--- src/rtl/iq_player_1cic_pkg.sv ---
// ---------------------------------------------------------------------------
// iq_player_1cic_pkg
// Shared constants for the transmit I/Q player: default CIC stage count,
// default maximum interpolation ratio, and a ceil(log2) helper that sizes
// the ratio port and the CIC bit growth.
// ---------------------------------------------------------------------------
package iq_player_1cic_pkg;

  localparam int TX1_STAGES   = 3;
  localparam int TX_1CIC_MAXI = 1024;

  // ceil(log2(value)); value 1 gives 0
  function automatic int tx1Clog2(input int value);
    int result;
    int remaining;
    result    = 0;
    remaining = value - 1;
    while (remaining > 0) begin
      result    = result + 1;
      remaining = remaining >> 1;
    end
    return result;
  endfunction

endpackage

--- src/rtl/cic_interp_var.sv ---
// ---------------------------------------------------------------------------
// cic_interp_var
// One channel of the variable-ratio CIC interpolator (differential delay 1).
// STAGES comb sections run on the low-rate enable, the last comb output is
// zero-stuffed up to the adc_clk rate, then STAGES integrators run every
// cycle. The output is a fixed slice sized for the maximum ratio.
//
// Ports
//   i_clk    sole clock
//   i_reset  synchronous, active-high
//   i_en     low-rate strobe, i_x is valid on this cycle
//   i_x      signed low-rate input sample
//   o_y      signed interpolated output, one per clock
// ---------------------------------------------------------------------------
module cic_interp_var
  import iq_player_1cic_pkg::*;
#(
  parameter int IN_WIDTH  = 16,
  parameter int OUT_WIDTH = 16,
  parameter int STAGES    = TX1_STAGES,
  parameter int LOG_MAXI  = tx1Clog2(TX_1CIC_MAXI)
) (
  input  logic                        i_clk,
  input  logic                        i_reset,
  input  logic                        i_en,
  input  logic signed [IN_WIDTH-1:0]  i_x,
  output logic signed [OUT_WIDTH-1:0] o_y
);

  localparam int W   = IN_WIDTH + STAGES * LOG_MAXI;
  localparam int MSB = IN_WIDTH + (STAGES - 1) * LOG_MAXI - 1;

  logic signed [W-1:0] r_dly   [STAGES];
  logic signed [W-1:0] r_comb  [STAGES];
  logic signed [W-1:0] r_integ [STAGES];
  logic        [STAGES-1:0] r_en;

  logic signed [W-1:0] w_combIn [STAGES];
  logic signed [W-1:0] w_intIn  [STAGES];
  logic        [STAGES-1:0] w_combEn;

  // Chain wiring: each comb stage sees the previous stage and that stage's
  // delayed enable; the first integrator sees the zero-stuffed comb output,
  // which is only nonzero on the cycle the last comb stage produced a value.
  always_comb begin
    w_combIn[0] = {{(W - IN_WIDTH){i_x[IN_WIDTH-1]}}, i_x};
    w_combEn[0] = i_en;
    w_intIn[0]  = r_en[STAGES-1] ? r_comb[STAGES-1] : '0;
    for (int k = 1; k < STAGES; k++) begin
      w_combIn[k] = r_comb[k-1];
      w_combEn[k] = r_en[k-1];
      w_intIn[k]  = r_integ[k-1];
    end
  end

  // Comb stages advance only on their own enable so their delay elements
  // span one low-rate sample; integrators accumulate every cycle and wrap.
  always_ff @(posedge i_clk) begin
    if (i_reset) begin
      r_en <= '0;
      for (int k = 0; k < STAGES; k++) begin
        r_dly[k]   <= '0;
        r_comb[k]  <= '0;
        r_integ[k] <= '0;
      end
    end else begin
      r_en <= w_combEn;
      for (int k = 0; k < STAGES; k++) begin
        if (w_combEn[k]) begin
          r_dly[k]  <= w_combIn[k];
          r_comb[k] <= w_combIn[k] - r_dly[k];
        end
        r_integ[k] <= r_integ[k] + w_intIn[k];
      end
    end
  end

  // Gain is R^(STAGES-1); dropping (STAGES-1)*LOG_MAXI LSBs normalises it
  // for the maximum ratio only.
  assign o_y = r_integ[STAGES-1][MSB -: OUT_WIDTH];

endmodule

--- src/rtl/iq_player_1cic.sv ---
// ---------------------------------------------------------------------------
// iq_player_1cic
// Transmit-side I/Q player: CPU-loaded sample pairs go into a small FIFO,
// a rate counter pops one pair per interpolation interval, and a CIC
// interpolator per channel produces one I/Q pair per adc_clk.
//
// Ports
//   i_adc_clk     sole clock
//   i_reset       synchronous, active-high
//   i_set_interp  load i_interp into the ratio register
//   i_interp      ratio 1..MAX_INTERP, 0 is treated as 1
//   i_run         enable the rate counter
//   i_wr          push (i_wr_i, i_wr_q)
//   i_clr_flags   clear sticky underrun/overrun
//   o_fifo_full   FIFO holds 2^FIFO_AW pairs
//   o_fifo_count  pairs held
//   o_underrun    sticky: pop slot found the FIFO empty
//   o_overrun     sticky: write dropped because the FIFO was full
//   o_tick        one-cycle pulse on each low-rate pop slot
//   o_out_i/q     interpolated output
// ---------------------------------------------------------------------------
module iq_player_1cic
  import iq_player_1cic_pkg::*;
#(
  parameter int IN_WIDTH   = 16,
  parameter int OUT_WIDTH  = 16,
  parameter int STAGES     = TX1_STAGES,
  parameter int MAX_INTERP = TX_1CIC_MAXI,
  parameter int FIFO_AW    = 5,
  parameter int MI         = tx1Clog2(MAX_INTERP) + 1
) (
  input  logic                        i_adc_clk,
  input  logic                        i_reset,
  input  logic                        i_set_interp,
  input  logic [MI-1:0]               i_interp,
  input  logic                        i_run,
  input  logic                        i_wr,
  input  logic signed [IN_WIDTH-1:0]  i_wr_i,
  input  logic signed [IN_WIDTH-1:0]  i_wr_q,
  input  logic                        i_clr_flags,
  output logic                        o_fifo_full,
  output logic [FIFO_AW:0]            o_fifo_count,
  output logic                        o_underrun,
  output logic                        o_overrun,
  output logic                        o_tick,
  output logic signed [OUT_WIDTH-1:0] o_out_i,
  output logic signed [OUT_WIDTH-1:0] o_out_q
);

  localparam int DEPTH = 2 ** FIFO_AW;

  logic [MI-1:0]              r_interp;
  logic [MI-1:0]              r_cnt;
  logic [IN_WIDTH-1:0]        r_memI [DEPTH];
  logic [IN_WIDTH-1:0]        r_memQ [DEPTH];
  logic [FIFO_AW-1:0]         r_wrPtr;
  logic [FIFO_AW-1:0]         r_rdPtr;
  logic [FIFO_AW:0]           r_count;
  logic signed [IN_WIDTH-1:0] r_popI;
  logic signed [IN_WIDTH-1:0] r_popQ;
  logic                       r_popValid;
  logic                       r_underrun;
  logic                       r_overrun;

  logic w_tick;
  logic w_empty;
  logic w_full;
  logic w_pop;
  logic w_push;
  logic w_underEv;
  logic w_overEv;

  // A write into a full FIFO is still accepted when the same cycle pops,
  // because the freed slot is the one being written.
  assign w_tick    = i_run && (r_cnt == '0) && !i_reset;
  assign w_empty   = (r_count == '0);
  assign w_full    = (r_count == (FIFO_AW + 1)'(DEPTH));
  assign w_pop     = w_tick && !w_empty;
  assign w_push    = i_wr && (!w_full || w_pop);
  assign w_underEv = w_tick && w_empty;
  assign w_overEv  = i_wr && w_full && !w_pop;

  // Rate counter: a new ratio is only picked up at the next reload, so an
  // interval already in progress always finishes at its old length.
  always_ff @(posedge i_adc_clk) begin
    if (i_reset) begin
      r_interp <= MI'(1);
      r_cnt    <= '0;
    end else begin
      if (i_set_interp) begin
        r_interp <= (i_interp == '0) ? MI'(1) : i_interp;
      end
      if (!i_run) begin
        r_cnt <= '0;
      end else if (r_cnt == '0) begin
        r_cnt <= r_interp - MI'(1);
      end else begin
        r_cnt <= r_cnt - MI'(1);
      end
    end
  end

  // Sample storage has no reset; only pointers and count define contents.
  always_ff @(posedge i_adc_clk) begin
    if (w_push) begin
      r_memI[r_wrPtr] <= i_wr_i;
      r_memQ[r_wrPtr] <= i_wr_q;
    end
  end

  // FIFO bookkeeping plus the registered read port. Every tick produces a
  // valid strobe to the CIC; an empty FIFO supplies zeros instead of data.
  always_ff @(posedge i_adc_clk) begin
    if (i_reset) begin
      r_wrPtr    <= '0;
      r_rdPtr    <= '0;
      r_count    <= '0;
      r_popI     <= '0;
      r_popQ     <= '0;
      r_popValid <= 1'b0;
    end else begin
      if (w_push) r_wrPtr <= r_wrPtr + 1'b1;
      if (w_pop)  r_rdPtr <= r_rdPtr + 1'b1;
      case ({w_push, w_pop})
        2'b10:   r_count <= r_count + 1'b1;
        2'b01:   r_count <= r_count - 1'b1;
        default: r_count <= r_count;
      endcase
      r_popValid <= w_tick;
      r_popI     <= w_pop ? signed'(r_memI[r_rdPtr]) : '0;
      r_popQ     <= w_pop ? signed'(r_memQ[r_rdPtr]) : '0;
    end
  end

  // Sticky error flags; an event in the clearing cycle keeps the flag set.
  always_ff @(posedge i_adc_clk) begin
    if (i_reset) begin
      r_underrun <= 1'b0;
      r_overrun  <= 1'b0;
    end else begin
      r_underrun <= w_underEv || (r_underrun && !i_clr_flags);
      r_overrun  <= w_overEv  || (r_overrun  && !i_clr_flags);
    end
  end

  cic_interp_var #(
    .IN_WIDTH  (IN_WIDTH),
    .OUT_WIDTH (OUT_WIDTH),
    .STAGES    (STAGES),
    .LOG_MAXI  (tx1Clog2(MAX_INTERP))
  ) u_cicI (
    .i_clk   (i_adc_clk),
    .i_reset (i_reset),
    .i_en    (r_popValid),
    .i_x     (r_popI),
    .o_y     (o_out_i)
  );

  cic_interp_var #(
    .IN_WIDTH  (IN_WIDTH),
    .OUT_WIDTH (OUT_WIDTH),
    .STAGES    (STAGES),
    .LOG_MAXI  (tx1Clog2(MAX_INTERP))
  ) u_cicQ (
    .i_clk   (i_adc_clk),
    .i_reset (i_reset),
    .i_en    (r_popValid),
    .i_x     (r_popQ),
    .o_y     (o_out_q)
  );

  assign o_fifo_full  = w_full;
  assign o_fifo_count = r_count;
  assign o_underrun   = r_underrun;
  assign o_overrun    = r_overrun;
  assign o_tick       = w_tick;

endmodule

--- config.mk ---
export PLATFORM = sky130hd
export DESIGN_NAME = iq_player_1cic
export DESIGN_NICKNAME = d
export VERILOG_FILES = /design/src/rtl/iq_player_1cic_pkg.sv /design/src/rtl/cic_interp_var.sv /design/src/rtl/iq_player_1cic.sv
export SDC_FILE = /design/constraint.sdc
export NUM_CORES = 2
export LEC_CHECK = 0
export CORE_MARGIN = 10
export CORE_UTILIZATION = 40
export CTS_CLUSTER_SIZE = 24
export DETAILED_ROUTE_END_ITERATION = 16
export MAX_ROUTING_LAYER = met4
export PLACE_DENSITY_LB_ADDON = 0.3
export SKIP_LAST_GASP = 1
export SLEW_MARGIN = 20
export SYNTH_ARGS = -nofsm -noshare
export SYNTH_HDL_FRONTEND = slang
export SYNTH_SLANG_ARGS = --single-unit
--- constraint.sdc ---
create_clock -name i_adc_clk -period 4.7 [get_ports i_adc_clk]
set_input_delay 0.705 -clock i_adc_clk [delete_from_list [all_inputs] [get_ports i_adc_clk]]
set_output_delay 0.705 -clock i_adc_clk [all_outputs]
set_load 0.05 [all_outputs]
==> results.yml <==
run_status:
  status: "completed"
timing:
  fin_setup_tns_ns: 0
  setup_ws_ns: 0.731
  worst_slew_pin_slew_ns: 1.11
  fmax_ghz: 0.252
  hold_violations: 0
  maxSlewHeadroom: 0.258
  hold_slack_ns: 0.216
  period_minus_slack_ns: 3.97
  setup_violations: 0
  fin_crit_sh: 0.844
  rsz0062_at_grt: "false"
  skew_ns: 0.0297
  slew_viol_final: 0
setup_path:
  r2r-end: "u_cicI.r_comb[0][80]$_SDFFCE_PP0P_"
  rr_startpoint: "u_cicI.r_comb[0][0]$_SDFFCE_PP0P_"
  critPathMaxStageDelay_ns: 0.44
  path_class: "reg -> reg"
  critPathLaunchType: "flop"
  cp-startpoint: "u_cicI.r_comb[0][0]$_SDFFCE_PP0P_"
  worstPathMaxFanout: 4
  cp-end-kind: "flop"
  r2r_cells: 14
  cp_common_cell: "nor3_1"
  crit_chain: "inv_1 -> ha_1 -> fa_1 -> and2b_1 -> nor3_1 -> o21ai_0 -> o211ai_1 -> o31ai_1 -> a41oi_1 -> o311a_1 -> nor3_1 -> o32a_1 -> xnor2_1 -> nor2_1"
  crit_arrival_ns: 4.52
  critPathSlowestCell: "o311a_1"
  crit_required_ns: 5.25
  r2r_slack_ns: 0.73
yosys:
  yosysSeqAreaShare: 0.606
  synth_area_sq_um: 79900
  syn-num-nets: 6235
  yosysTopAreaCellShare: 0.532
  yosys_warnings: 0
  avgSynthCellArea_sq_um: 13.8
  synth_cell_types: 90
  synth_largest_area_cell: "edfxtp_1"
  synth_area_leaders: "edfxtp_1 53%, mux4_2 9.0%, dfxtp_1 7.3%"
  synth_seq_cells: 1708
  syn_inst: 5777
  synthArstFlopShare: 0
  synth-edff-count: 1416
  ys.flop_type: "edfxtp_1"
routing:
  drt_iter0_drc: 3419
  dr.pass1.iters: 7
  wl_um: 169000
  via_count: 45811
  drt-wirelength-per-cell_um: 19.4
  via_per_inst: 5.26
  antenna_left: 0
  drc: 0
hold_path:
  whs_endpoint: "r_wrPtr[4]$_SDFFE_PP0P_"
  worstHoldPathCells: 2
  min_from: "i_reset"
  min_path_type: "in -> reg"
global_routing:
  grt_pass1_wl_um: 266000
  grt_max_degree: 187
  grt_pass1_vias: 45750
  grt_overflow: 0
  grt_usage: 0.158
  antenna_found_initial: 8
final_layout:
  final_common_cell: "edfxtp_1"
  layout_common_cells: "1416 x edfxtp_1, 576 x nor2_1, 389 x ha_1"
  drive_above_1_share: 0.129
  nNetsFinal: 6371
  area_growth_pct: 12.9
power:
  p_per_area_nw_per_um2: 428
  leakagePower_nw: 32.9
  irDropWorstVdd_v: 0.000313
clocking:
  postCtsSetupRepairBufs: 0
  clock_path_buffers: 3
  cts_tree: "built"
  root_buffer: "clkbuf_16"
  hold_buffers: 0
  htreeDepth: 4
  ctsResizeCount: 0
  insertion_delay_ns: 0.81
  cts_buffers: 175
  cts.sinks: 1708
  clkTransAtPathRegs_ns: 0.06
place:
  dp_hpwl_um: 108000
  place.gp.congestion: 0.831
  port_buffers: 90
  post-place-ws_ns: 0.697
die:
  core_area_sq_um: 198000
  initial_core_util: 0.403
  die_h_um: 467
  die_area_sq_um: 218000
  num_io_pins: 91
  die_w_um: 467
  rows: 163
run:
  drv_cap: 0
state kept, by name, summed over array words and instances, names as in the netlist, 3 cells and up:
register        count
r_memQ            512
u_cicQ.r_integ    108
r_popQ             16
u_cicI.r_en         3
u_cicI.r_dly       88
r_rdPtr             5
u_cicI.r_integ    108
r_wrPtr             5
r_memI            512
u_cicI.r_comb     108
r_cnt              11
r_interp           11
u_cicQ.r_comb     108
o_fifo_count        6
u_cicQ.r_dly       88
r_popI             16
worst max-delay path by stage:
stage | end | slack, ns
final | u_cicI.r_comb[0][80]$_SDFFCE_PP0P_ | 0.73
after global routing | u_cicI.r_integ[0][35]$_SDFF_PP0_ | 0.35
after CTS | u_cicQ.r_integ[0][33]$_SDFF_PP0_ | 0.68
after detailed placement | u_cicQ.r_integ[0][33]$_SDFF_PP0_ | 0.70
after global placement | u_cicI.r_integ[0][35]$_SDFF_PP0_ | 0.75
after floorplan | r_memI[15][0]$_DFFE_PP_ | 0.70
metrics by stage:
step                utilization  instances  instance area [sq um]  total power, mW
global route              0.456       8704                  90200             40.6
CTS                       0.456       8699                  90300             39.1
global placement          0.427       8376                  84500             25.0
finish                    0.456       8704                  90200             38.6
detailed placement        0.427       8376                  84500             25.1
floorplan                     -       5777                  79900             23.4
cell families (layout without fill, tap and decap cells):
family	count (synthesis)	in the layout	share of synthesized area
buffers and inverters	464	746	0.0234
flip-flops	1708	1708	0.606
XOR/XNOR	325	325	0.0356
adder cells (fa/ha/maj)	409	409	0.0660
multiplexers	369	369	0.0964
AND/OR/NAND/NOR	1457	1457	0.0883
AO/OA/AOI/OAI	1045	1045	0.0847
other	0	5	0
report_power, final:
group / internal (mW) / switching [mW]
sequential: 17.4 / 0.419
clock: 8.03 / 5.88
combinational: 2.96 / 3.95
worst max-delay path: cells and delay by family, from the launching register on:
kind                       cells  cell delay, ns
buffers and inverters          1            0.05
xor gates and xnor gates       1            0.12
adders and majority gates      2            0.60
and+or+nand+nor                4            0.62
DFF                            1            0.31
AOI/OAI and AO/OA              6            2.01
synth_stat cells, drive strengths merged (32+ instances only):
library cell and count:
nor2b 67, o21a 60, clkbuf 161, nand2 184, nor2 609, mux2i 47, o21ai 201, a31oi 32
xnor2 168, a211oi 49, ha 389, edfxtp 1416, nand2b 60, a21oi 314, xor2 157, mux4 320
nor3 78, a21o 183, buf 63, and2 266, nand3 59, inv 240, dfxtp 292
cell type report:
cell class / instances / area, sq um
clock buffer: 212 / 4620
timing repair buffer: 183 / 1920
clock inverter: 111 / 1170
fill: 17332 / 108000
inverter: 240 / 901
sequential: 1708 / 48400
antenna: 5 / 12.5
tap: 2640 / 3300
multi-input combinational: 3605 / 29900
per-layer routing:
metal	GRT usage	vias up	share of wire	wire, um
li1	-	22012	-	-
met1	0.206	22557	0.44	75200
met2	0.257	1015	0.48	81800
met3	0.0265	227	0.052	8850
met4	0.0386	0	0.020	3330
met5	-	-	0	0
Note: power is estimated with default switching activity, not from simulation.
